===== src/rtl/mem_access_unit.sv =====
`default_nettype none
// ============================================================================
// Module   : mem_access_unit
// Brief    : MEM-stage load/store engine. It drives the RAM req/ack handshake,
//            aligns and extends load data, and stalls the pipeline while busy.
//            Optional macro MEM_TIMEOUT_EN enables an ACCESS timeout.
// Revision : 1.0 - initial release
// ============================================================================
module mem_access_unit #(
    parameter int TIMEOUT_CYCLES = 255
) (
    input  logic        clk,
    input  logic        reset,
    input  logic        in_valid,
    input  logic        in_mem_read,
    input  logic        in_mem_write,
    input  logic [2:0]  in_funct3,
    input  logic [31:0] in_address,
    input  logic [31:0] in_store_data,
    output logic        ram_req,
    output logic        ram_we,
    output logic [31:0] ram_addr,
    output logic [31:0] ram_wdata,
    output logic [3:0]  ram_wstrb,
    input  logic        ram_ack,
    input  logic [31:0] ram_rdata,
    output logic [31:0] ram_data,
    output logic        mem_busy,
    output logic        misaligned,
    output logic        bus_error
);

    localparam logic [1:0] c_ST_IDLE   = 2'd0;
    localparam logic [1:0] c_ST_ACCESS = 2'd1;
    localparam logic [1:0] c_ST_DONE   = 2'd2;

    logic [1:0]  r_state;
    logic [31:0] r_addr;
    logic [31:0] r_wdata;
    logic [3:0]  r_wstrb;
    logic        r_we;
    logic [2:0]  r_funct3;
    logic [1:0]  r_lane;
    logic [31:0] r_ram_data;
    logic        r_bus_error;

    logic        w_access;
    logic        w_bad_width;
    logic        w_bad_align;
    logic        w_start;
    logic [31:0] w_wdata;
    logic [3:0]  w_wstrb;
    logic [7:0]  w_byte;
    logic [15:0] w_half;
    logic [31:0] w_load_data;

    assign w_access = in_valid & (in_mem_read | in_mem_write);

    // A set write bit makes the access a store, even when read is also set.
    always_comb begin
        w_bad_width = 1'b0;
        w_bad_align = 1'b0;
        case (in_funct3)
            3'b000:  w_bad_align = 1'b0;
            3'b001:  w_bad_align = in_address[0];
            3'b010:  w_bad_align = |in_address[1:0];
            3'b100:  w_bad_width = in_mem_write;
            3'b101: begin
                w_bad_width = in_mem_write;
                w_bad_align = in_address[0];
            end
            default: w_bad_width = 1'b1;
        endcase
    end

    assign misaligned = w_access & (w_bad_width | w_bad_align);
    assign w_start    = w_access & ~misaligned & (r_state == c_ST_IDLE);
    assign mem_busy   = w_start | (r_state == c_ST_ACCESS);

    always_comb begin
        w_wdata = in_store_data;
        w_wstrb = 4'b1111;
        case (in_funct3[1:0])
            2'b00: begin
                w_wdata = {4{in_store_data[7:0]}};
                w_wstrb = 4'b0001 << in_address[1:0];
            end
            2'b01: begin
                w_wdata = {2{in_store_data[15:0]}};
                w_wstrb = 4'b0011 << {in_address[1], 1'b0};
            end
            default: begin
                w_wdata = in_store_data;
                w_wstrb = 4'b1111;
            end
        endcase
    end

    always_comb begin
        case (r_lane)
            2'd0:    w_byte = ram_rdata[7:0];
            2'd1:    w_byte = ram_rdata[15:8];
            2'd2:    w_byte = ram_rdata[23:16];
            default: w_byte = ram_rdata[31:24];
        endcase
        w_half = r_lane[1] ? ram_rdata[31:16] : ram_rdata[15:0];
        case (r_funct3)
            3'b000:  w_load_data = {{24{w_byte[7]}}, w_byte};
            3'b100:  w_load_data = {24'd0, w_byte};
            3'b001:  w_load_data = {{16{w_half[15]}}, w_half};
            3'b101:  w_load_data = {16'd0, w_half};
            default: w_load_data = ram_rdata;
        endcase
    end

`ifdef MEM_TIMEOUT_EN
    localparam int c_CNT_W = $clog2(TIMEOUT_CYCLES + 1);
    localparam logic [c_CNT_W-1:0] c_TO_LAST = c_CNT_W'(TIMEOUT_CYCLES - 1);
    localparam logic [c_CNT_W-1:0] c_CNT_ONE = c_CNT_W'(1);
    logic [c_CNT_W-1:0] r_count;
`else
    logic w_unused_timeout;
    assign w_unused_timeout = (TIMEOUT_CYCLES != 0);
`endif

    always_ff @(posedge clk) begin
        if (reset) begin
            r_state     <= c_ST_IDLE;
            r_addr      <= 32'd0;
            r_wdata     <= 32'd0;
            r_wstrb     <= 4'd0;
            r_we        <= 1'b0;
            r_funct3    <= 3'd0;
            r_lane      <= 2'd0;
            r_ram_data  <= 32'd0;
            r_bus_error <= 1'b0;
`ifdef MEM_TIMEOUT_EN
            r_count     <= '0;
`endif
        end else begin
            case (r_state)
                c_ST_IDLE: begin
                    if (w_start) begin
                        r_addr   <= {in_address[31:2], 2'b00};
                        r_wdata  <= w_wdata;
                        r_wstrb  <= in_mem_write ? w_wstrb : 4'd0;
                        r_we     <= in_mem_write;
                        r_funct3 <= in_funct3;
                        r_lane   <= in_address[1:0];
                        r_state  <= c_ST_ACCESS;
`ifdef MEM_TIMEOUT_EN
                        r_count  <= '0;
`endif
                    end
                end
                c_ST_ACCESS: begin
                    // An ack in the expiry cycle still completes the access.
                    if (ram_ack) begin
                        if (!r_we) begin
                            r_ram_data <= w_load_data;
                        end
                        r_state <= c_ST_DONE;
                    end
`ifdef MEM_TIMEOUT_EN
                    else if (r_count == c_TO_LAST) begin
                        r_ram_data  <= 32'd0;
                        r_bus_error <= 1'b1;
                        r_state     <= c_ST_DONE;
                    end else begin
                        r_count <= r_count + c_CNT_ONE;
                    end
`endif
                end
                c_ST_DONE: begin
                    r_bus_error <= 1'b0;
                    r_state     <= c_ST_IDLE;
                end
                default: r_state <= c_ST_IDLE;
            endcase
        end
    end

    assign ram_req   = (r_state == c_ST_ACCESS);
    assign ram_we    = r_we;
    assign ram_addr  = r_addr;
    assign ram_wdata = r_wdata;
    assign ram_wstrb = r_wstrb;
    assign ram_data  = r_ram_data;
    assign bus_error = r_bus_error;

endmodule
`default_nettype wire


===== config.mk =====
export PLATFORM = sky130hd
export DESIGN_NAME = mem_access_unit
export DESIGN_NICKNAME = d
export VERILOG_FILES = /design/src/rtl/mem_access_unit.sv
export SDC_FILE = /design/constraint.sdc
export NUM_CORES = 1
export LEC_CHECK = 0
export ABC_CLOCK_PERIOD_IN_PS = 2780
export BUFFER_PORTS_ARGS = -buffer_cell sky130_fd_sc_hd__buf_2
export CAP_MARGIN = 40
export CORE_ASPECT_RATIO = 0.9
export CORE_MARGIN = 4
export CORE_UTILIZATION = 47
export CTS_CLUSTER_DIAMETER = 60
export DETAILED_ROUTE_END_ITERATION = 7
export PLACE_DENSITY = 0.77
export SLEW_MARGIN = 25
export SYNTH_ARGS = -nofsm -noshare
export SYNTH_HDL_FRONTEND = slang
export SYNTH_SLANG_ARGS = --single-unit

===== constraint.sdc =====
create_clock -name clk -period 2.78 [get_ports clk]
set_input_delay 0.556 -clock clk [delete_from_list [all_inputs] [get_ports clk]]
set_output_delay 0.556 -clock clk [all_outputs]
set_load 0.01 [all_outputs]

==> results.toml <==
[placed_design]
dpl.hpwl_mm = 9.82
gp_congestion = 0.906
portBuffers = 206

[critical_path]
cp_common_cell = "buf_2"
r2r_slack_ps = 880
worst_setup_path_start_kind = "primary input"
reg2reg_to = "ram_data[20]"
reg2regPathDepth = 5
critPathMaxStageDelay_ps = 630
crit_end = "mem_busy"
rr_startpoint = "r_state[0]"
critical_path_arrival_ps = 2050
cp.required_ps = 2220
endpoint_kind = "output port"
crit_chain = "buf_2 > or4_1 > a2111o_2 > nand2b_1 > buf_2"
crit_start = "in_address[0]"
path_class = "primary input to output port"
critPathMaxFanout = 5
crit_path_top_delay_cell = "or4_1"

[synthesis]
yosysSeqAreaShare_pct = 46.0
async_flop_share_pct = 0
ys.flop_type = "dfxtp_1"
synth_top_area_share_pct = 46.0
synth_area_per_cell_um2 = 7.98
syn-instance-count = 578
yosys_warnings = 0
synth_top_area_cell = "dfxtp_1"
ys_top_cells_by_area = "dfxtp_1 (46%), nand2_1 (12%), a21oi_1 (6.7%)"
yosys-top-cells-count = "nand2_1 (152), dfxtp_1 (106), a21oi_1 (62)"
ys_ff_latch = 106
synth_edf_count = 0
synth_most_common_cell = "nand2_1"
synth_cell_types = 32
syn-cell-area_mm2 = 0.00461

[route]
wl_mm = 13.5
wl_per_cell_um = 15.1
via_per_inst = 5.27
maxUsedRoutingLayer = "met4"
drc = 0
wl_met3_mm = 1.35
vias = 4692
drtIter0Drc = 281
firstDrtPassIters = 5
met2_length_mm = 6.25
wl_met1_mm = 5.52
ant_nets = 0

[clock_network]
clk_latency_ps = 360
cts-hold-fix-buffers = 0
post_cts_buffers = 0
cts_made_buffers = 9
cts.clk_slew.worst_paths_ps = 110
root_buffer = "clkbuf_8"
cts_tree = "done"
clk_path_buf_depth = 2
h-tree-depth = 3
ctsResizeCount = 0
cts_sinks = 106

[floorplanning]
start_util_pct = 48.0
row_count = 34
core_area_mm2 = 0.00961
dieWidth_um = 112
dieArea_mm2 = 0.0115
io_pins = 210
die_h_um = 102

[flow_run]
maxCapViolations = 0

[timing]
hold_viol = 0
skew_ps = 10.6
fin_crit_ps = 2610
setup-tns-final_ps = 0
setup_viol = 0
max_slew_margin_pct = 55.6
finalCritPeriodShare_pct = 93.9
tightestPinTransition_ps = 666
drv_slew = 0
fmax_mhz = 383
grt_setup_unrepaired = "false"

[grt]
antenna_found_initial = 0
grt_use_total_pct = 22.9
grt_pass1_wl_mm = 21.5
grt_max_degree = 64
overflow = 0
grt_pass1_vias = 4415

[layout]
final_nets = 865
drive_above_1_share_pct = 32.2
syn2layout_area_growth_pct = 29.4
fin_util_pct = 62.1
antenna_cells = 0

[power_and_ir_drop]
ir_drop_mv = 0.301
powerDensity_mw_per_mm2 = 531
leakage_nw = 2.59

[run_status]
status = "complete, no violations"

[worst_hold_path]
hold_path.class = "primary input to flip-flop"
## power breakdown
group / total [mW] / leakage (nW) / internal [mW] / switching (mW)
logic: 0.462 / 1.62 / 0.197 / 0.265
clock network: 1.09 / 0.115 / 0.544 / 0.550
registers: 1.61 / 0.861 / 1.58 / 0.0333
## layout make-up
cell class,instances,area [um2]
sequential,106,2120
clock inverter,6,96.3
fill,865,3650
inverter,1,3.75
multi-input combinational,423,2290
clock buffer,10,138
tap,126,158
timing repair buffer,219,1160
## worst min-delay path by stage
| stage | start | endpoint | slack (ps) | cells past startpoint |
|---|---|---|---|---|
| floorplan | r_funct3[2] | r_funct3[2] | 450 | 2 |
| CTS | in_address[6] | ram_addr[6] | 400 | 3 |
| global route | in_address[29] | ram_addr[29] | 400 | 3 |
| global placement | ram_wstrb[0] | ram_wstrb[0] | 440 | 2 |
| finish | in_address[12] | ram_addr[12] | 420 | 3 |
| detailed placement | ram_wstrb[0] | ram_wstrb[0] | 440 | 2 |
## per-layer routing
layer,global-route usage (%),vias up
li1,-,2333
met5,0,-
met2,38.0,202
met3,6.45,27
met1,29.2,2130
met4,7.49,0
## state kept, by name, indices dropped and copies added, names as in the netlist
name	count
ram_data	32
ram_addr	30
ram_we	1
r_lane	2
r_funct3	3
ram_wstrb	4
r_state	2
ram_wdata	32
## kinds of logic after synthesis
family,count (synthesis),share of synthesized area (%)
other cells,1,0.0813
simple gates,246,22.8
mux,32,7.16
flops,106,46.0
buf+inv,51,4.78
compound gates,142,19.1
## stage by stage
step           worst slack (ps)  cell area, um2  instances  power (mW)  hold WS (ps)
6_report                    170            5970        891        3.17           418
5_1_grt                    90.7            5970        891        3.31           397
4_1_cts                     159            5970        891        3.19           399
3_5_place_dp                167            5730        875        2.11           443
3_3_place_gp                176            5730        875        2.10           438
2_1_floorplan               265            4620        580        1.90           449
## worst max-delay path, delay by kind of cell
kind	cells	cell delay [ps]
AO/OA/AOI/OAI	1	530
buffers and inverters	2	250
AND/OR/NAND/NOR	2	710
## cells in the final DEF (no fill, tap or decap), types with 2 or more instances in the layout
master	n
a311oi_1	8
buf_4	12
nor2_1	50
nor2b_1	7
mux2_2	8
mux2i_1	24
o211ai_1	2
nand3_1	4
clkbuf_8	10
nand2_1	152
o21ai_0	26
dfxtp_1	106
a21o_1	3
conb_1	3
buf_12	2
bufinv_16	2
nand3b_1	11
a21oi_1	62
a211oi_1	35
nand2b_1	9
nor3b_1	5
nor4_1	5
buf_2	205
(Power assumes the default switching activity.)
